$ cat src/rtl/mem_loader_pkg.sv
// Shared types and constants for the serial-to-memory frame loader.
package mem_loader_pkg;

  // Frame parser states, in the order the frame fields arrive.
  typedef enum logic [3:0] {
    IDLE    = 4'd0,
    ADDR_LO = 4'd1,
    ADDR_HI = 4'd2,
    CNT_LO  = 4'd3,
    CNT_HI  = 4'd4,
    DATA_LO = 4'd5,
    DATA_HI = 4'd6,
    WRITE   = 4'd7,
    DONE    = 4'd8
  } state_t;

  // Header length in bytes: base address (2) plus word count (2).
  localparam int HDR_BYTES = 4;

endpackage

$ cat src/rtl/mem_loader_if.sv
// Byte-stream input and data-memory write port of the loader.
// Handshake: the byte source asserts rx_valid for exactly the cycles in
// which rx_data carries a new byte. There is no ready; the loader consumes
// a byte only in its header/data states, and the source keeps at least two
// cycles between a word's hi byte and the next lo byte. write_en is a
// one-cycle strobe with addr/datain valid in that same cycle. start is a
// one-cycle pulse that is honoured only while the loader is idle.
interface mem_loader_if #(parameter int N = 16);
  import mem_loader_pkg::*;

  logic         start;
  logic         rx_valid;
  logic [7:0]   rx_data;
  logic         write_en;
  logic [N-1:0] addr;
  logic [N-1:0] datain;
  logic         busy;
  logic         done;
  state_t       state;

  // master: byte source / memory observer; slave: the loader itself.
  modport master (
    output start, rx_valid, rx_data,
    input  write_en, addr, datain, busy, done, state
  );

  modport slave (
    input  start, rx_valid, rx_data,
    output write_en, addr, datain, busy, done, state
  );
endinterface

$ cat src/rtl/mem_loader_byte_pair.sv
// Assembles a 16-bit little-endian field from two successive bytes.
// The lo byte is held in a register; pair combines it with the byte on
// byte_in, so pair is meaningful in the cycle the hi byte is accepted.
module byte_pair (
  input  logic        clk,
  input  logic        rst_n,
  input  logic        load_lo,
  input  logic [7:0]  byte_in,
  output logic [15:0] pair
);

  logic [7:0] lo_q;

  // Capture the lo byte of the field currently being received.
  always_ff @(posedge clk or negedge rst_n) begin
    if (!rst_n) begin
      lo_q <= 8'h00;
    end else if (load_lo) begin
      lo_q <= byte_in;
    end
  end

  assign pair = {byte_in, lo_q};

endmodule

$ cat src/rtl/mem_loader.sv
// Frame loader: parses base address, word count and data words from a
// byte stream and issues one data-memory write per word.
// N (9..16) is the memory address and data width; the 16-bit base address
// and data words are truncated to N bits, the count is kept at 16 bits.
module mem_loader
  import mem_loader_pkg::*;
#(
  parameter int N = 16
) (
  input  logic       clk,
  input  logic       rst_n,
  mem_loader_if.slave bus
);

  state_t       state_q, state_d;
  logic [N-1:0] addr_q;
  logic [N-1:0] datain_q;
  logic [15:0]  count_q;
  logic [15:0]  pair;
  logic         load_lo;
  logic         take_hi;

  // Bytes are consumed only in the header/data states on rx_valid cycles.
  assign load_lo = bus.rx_valid &&
                   (state_q == ADDR_LO || state_q == CNT_LO || state_q == DATA_LO);
  assign take_hi = bus.rx_valid &&
                   (state_q == ADDR_HI || state_q == CNT_HI || state_q == DATA_HI);

  byte_pair u_byte_pair (
    .clk     (clk),
    .rst_n   (rst_n),
    .load_lo (load_lo),
    .byte_in (bus.rx_data),
    .pair    (pair)
  );

  // State register.
  always_ff @(posedge clk or negedge rst_n) begin
    if (!rst_n) begin
      state_q <= IDLE;
    end else begin
      state_q <= state_d;
    end
  end

  // Next-state logic; header/data states hold until a byte arrives.
  always_comb begin
    state_d = state_q;
    case (state_q)
      IDLE:    if (bus.start)    state_d = ADDR_LO;
      ADDR_LO: if (bus.rx_valid) state_d = ADDR_HI;
      ADDR_HI: if (bus.rx_valid) state_d = CNT_LO;
      CNT_LO:  if (bus.rx_valid) state_d = CNT_HI;
      CNT_HI:  if (bus.rx_valid) state_d = (pair == 16'd0) ? DONE : DATA_LO;
      DATA_LO: if (bus.rx_valid) state_d = DATA_HI;
      DATA_HI: if (bus.rx_valid) state_d = WRITE;
      // count_q still holds the pre-decrement value here.
      WRITE:   state_d = (count_q != 16'd1) ? DATA_LO : DONE;
      DONE:    state_d = IDLE;
      default: state_d = IDLE;
    endcase
  end

  // Address, remaining-count and write-data registers.
  always_ff @(posedge clk or negedge rst_n) begin
    if (!rst_n) begin
      addr_q   <= '0;
      datain_q <= '0;
      count_q  <= 16'd0;
    end else begin
      if (take_hi && state_q == ADDR_HI) addr_q   <= pair[N-1:0];
      if (take_hi && state_q == CNT_HI)  count_q  <= pair;
      if (take_hi && state_q == DATA_HI) datain_q <= pair[N-1:0];
      if (state_q == WRITE) begin
        addr_q  <= addr_q + 1'b1;
        count_q <= count_q - 16'd1;
      end
    end
  end

  assign bus.write_en = (state_q == WRITE);
  assign bus.busy     = (state_q != IDLE);
  assign bus.done     = (state_q == DONE);
  assign bus.addr     = addr_q;
  assign bus.datain   = datain_q;
  assign bus.state    = state_q;

endmodule

$ cat src/flat_wrapper.sv
// flat-port wrapper written by rule: the top's interface ports become plain ports
module mem_loader_flat import mem_loader_pkg::*;
#(
  parameter int N = 16
)
  (clk, rst_n, bus_start, bus_rx_valid, bus_rx_data, bus_write_en, bus_addr, bus_datain, bus_busy, bus_done, bus_state);
  mem_loader_if #(.N(N)) bus_i ();
  input  logic clk;
  input  logic rst_n;
  input wire logic [$bits(bus_i.start)-1:0] bus_start;
  input wire logic [$bits(bus_i.rx_valid)-1:0] bus_rx_valid;
  input wire logic [$bits(bus_i.rx_data)-1:0] bus_rx_data;
  output wire logic [$bits(bus_i.write_en)-1:0] bus_write_en;
  output wire logic [$bits(bus_i.addr)-1:0] bus_addr;
  output wire logic [$bits(bus_i.datain)-1:0] bus_datain;
  output wire logic [$bits(bus_i.busy)-1:0] bus_busy;
  output wire logic [$bits(bus_i.done)-1:0] bus_done;
  output wire logic [$bits(bus_i.state)-1:0] bus_state;
  assign bus_i.start = bus_start;
  assign bus_i.rx_valid = bus_rx_valid;
  assign bus_i.rx_data = bus_rx_data;
  assign bus_write_en = bus_i.write_en;
  assign bus_addr = bus_i.addr;
  assign bus_datain = bus_i.datain;
  assign bus_busy = bus_i.busy;
  assign bus_done = bus_i.done;
  assign bus_state = bus_i.state;
  mem_loader #(.N(N)) u_core (.clk(clk), .rst_n(rst_n), .bus(bus_i));
endmodule
$ cat config.mk
export PLATFORM = sky130hd
export DESIGN_NAME = mem_loader_flat
export DESIGN_NICKNAME = d
export VERILOG_FILES = /design/src/rtl/mem_loader_pkg.sv /design/src/rtl/mem_loader_if.sv /design/src/rtl/mem_loader_byte_pair.sv /design/src/rtl/mem_loader.sv /design/src/flat_wrapper.sv
export SDC_FILE = /design/constraint.sdc
export NUM_CORES = 1
export LEC_CHECK = 0
export BUFFER_PORTS_ARGS = -buffer_cell sky130_fd_sc_hd__buf_2
export CAP_MARGIN = 40
export CORE_UTILIZATION = 56
export DETAILED_ROUTE_END_ITERATION = 6
export GPL_TIMING_DRIVEN = 0
export PLACE_DENSITY = 0.88
export SYNTH_ARGS = -nofsm -noshare
export SYNTH_HDL_FRONTEND = slang
export SYNTH_SLANG_ARGS = --single-unit
$ cat constraint.sdc
create_clock -name clk -period 2.7 [get_ports clk]
set_clock_uncertainty 0.2 [all_clocks]
set_input_delay 0.54 -clock clk [delete_from_list [all_inputs] [get_ports clk]]
set_output_delay 0.54 -clock clk [all_outputs]
set_load 0.01 [all_outputs]
==> metrics <==
Core ar. 5170 µm²; # port buffers 50; failing checks design-rule violations; CTS Sinks 60; CTS max path bufs 2; Synth Register Bits 60; Main synth FF type dfrtp_1; post-DP HPWL 5570 µm; area delta synth->final 19.5%; initial antenna violation count 0; layout cells sized above 1 between 20% and 30%; crit path launch type flop; Clk pin slew, worst setup/hold paths 70 ps; largest net degree at the start of global routing 33; ys async rst share 100%; number of enable flip-flop cells after synthesis 0; # nets final ~380; via count around 2,800; first-pass GRT wire length 12,600 µm; Final Max Tran Viols 0; routed len/inst 18.8 µm; worst-path cell chain nand4b_4 > inv_2 > clkbuf_2 > buf_2; adder-cell area share of the yosys netlist between 1 and 1.5%; 1st-pass router iterations 7; Worst-Margin Slew a little under 700 ps; worst min-delay path class input port to async pin; CTS H-tree lvls 3; final WL slightly above 8000 µm; Peak VDD IR slightly below 0.0007 V; Syn Nets ~320; detail-routed via count per cell between 6 and 7; main area contributors after synthesis dfrtp_1, mux2_2, nand2_1; drt initial violations a little under 300; Die H 75.7 µm; R2R Setup Slk 270 ps; relative slew slack 55.2%; RSZ-0062 raised after global routing false; Post-Syn Area around 3000 µm²; min cycle time layout between 2000 and 2500 ps; TritonCTS clock tree yes; top cells by count, synth dfrtp_1, nand2_1, mux2_2, nor2_1, nor3_1; Syn Inst Count roughly 300; post-route DRC violation count 1; multiplexer share of the synthesized area 9.58%; gr ovfl total 0; Synth area leader dfrtp_1; RD Place Congestion ~0.96; largest stage delay on the critical path approximately 480 ps; Core Rows 26; final antenna-violating net count 0; Post-DP Area roughly 3400 µm²; Yosys top cell area share about half; placed insts ~420; post-synthesis xor/xnor area fraction less than 1%; yosys warns 0; CP max-delay cell dfrtp_1; IO Pins 51; Crit. End Element output pin; # Post-CTS Setup Buffers 0; status complete, but fails checks; Final Cycle Share between 90 and 100%; vias in the first global route 2,626; Final Setup Violations 0; Fmax approximately 400 MHz; critical path arrival 1740 ps; Root Driver clkbuf_8; full die area 5730 µm²; Max Cap Viol 0; Clk Latency, worst-skew pair 340 ps; non-filler instance count after layout 438; diodes inserted 0; main combinational cell family by area after synthesis simple AND/OR/NAND/NOR gates; Crit Path Max Fanout 10; WS Path Type flop to output pin; compound-gate portion of the synthesized area between 10% and 20%; Unique masters post-synth 48; most frequent cell after synthesis dfrtp_1; Hold Slack 28.5 ps; syn avg cell area just over 10 µm²; Leak Pwr ~1.6 nW; Final Instance Area ~3600 µm²; simple logic cell fraction of the synthesized area 20.9%; P per Cell Area 1240 nW/µm²; total CTS buffers 9; Initial Util between 50% and 60%; Overall Global Routing Usage a little under a third; Die W between 70 and 80 µm; Tot Pwr about 4.5 mW; Seq/Total Area, Yosys around 49%; setup TNS 0 ps; critical path required time ~2000 ps; Hold Fails Final Rpt 0
## worst max-delay path, delay by kind of cell (launching register included)
| kind | cells | cell delay (ps) |
|---|---|---|
| buffers and inverters | 3 | 620 |
| flip-flops | 1 | 480 |
| AND/OR/NAND/NOR | 1 | 290 |
## sequential cells by signal, indices dropped and copies added, names as in the netlist
name                     cells
u_core.bus.addr             16
u_core.bus.state             4
u_core.u_byte_pair.lo_q      8
u_core.bus.datain           16
u_core.count_q              16
## repair_timing
action,CTS,global route
resized for setup,1,2
hold endpoints to repair,0,0
setup endpoints to repair,1,2
pin swaps,0,0
hold buffers,0,0
## through the flow
step / util [%] / setup slack [ps]
after floorplan: - / 579
after global placement: 65.3 / 238
after detailed placement: 65.7 / 197
after CTS: 70.1 / 17.4
after global routing: 70.3 / 134
final: 70.3 / 219
## cells in the final DEF, fill, tap and decap left out, drive strengths merged, types with 2 or more instances in the layout
cell / synthesis / final
a311oi: 2 / 2
nor3: 15 / 15
and2: 2 / 2
a31oi: 2 / 2
o31a: 2 / 2
buf: 3 / 54
clkbuf: 11 / 21
mux2: 25 / 25
nor2: 25 / 25
or3: 3 / 3
o211a: 3 / 3
bufinv: 0 / 2
nand3: 10 / 10
clkinv: 0 / 4
a21oi: 12 / 12
nand2: 38 / 38
dfrtp: 60 / 60
ha: 3 / 3
nand4: 8 / 8
o22ai: 3 / 3
and3: 6 / 6
o311ai: 10 / 10
and4: 3 / 3
o21ai: 9 / 9
o211ai: 9 / 9
nor4: 8 / 8
a211oi: 5 / 5
a221o: 3 / 3
inv: 5 / 5
## report_power, final
part           internal (mW)  switching (mW)  total, mW
Clock                  0.544           0.376      0.920
Combinational          0.788           0.955       1.74
Sequential              1.34           0.512       1.86
Total                   2.68            1.84       4.52
## routing by layer
metal / vias up / track usage (%) / routed length, µm
met4: 0 / 19.1 / 342
met5: - / 0 / 0
met3: 34 / 5.69 / 544
li1: 1263 / - / -
met1: 1380 / 40.9 / 3360
met2: 155 / 46.7 / 4010
## worst paths after layout
path | start | endpoint | cells after the start
max in group asynchronous | rst_n | u_core.count_q[7] | 2
max reg2reg | u_core.count_q[2] | u_core.bus.state[2] | 5
min reg2reg | u_core.bus.datain[1] | u_core.bus.datain[1] | 1
min in group clk | u_core.bus.datain[1] | u_core.bus.datain[1] | 1
min | rst_n | u_core.count_q[8] | 1
max | u_core.bus.state[3] | bus_write_en | 4
## cell families (layout without fill, tap and decap cells)
kind of cell               Yosys count  count (layout)
and+or+nand+nor                    125             125
xor gates and xnor gates             2               2
AOI/OAI and AO/OA                   66              66
buffers and inverters               19              86
adders and majority gates            3               3
DFF                                 60              60
muxes                               26              26
## area by class of cell
type                    instances  area [µm²]
well taps                      70        87.6
clock buffers                  10         138
inverters                       5        18.8
clock inverters                 6        87.6
fillers                       408        1540
multi-input cells             222        1470
plain buffers                  14        57.6
repair buffers                 51         270
flip-flops and latches         60        1500
Power figures use the tool's default switching activity.
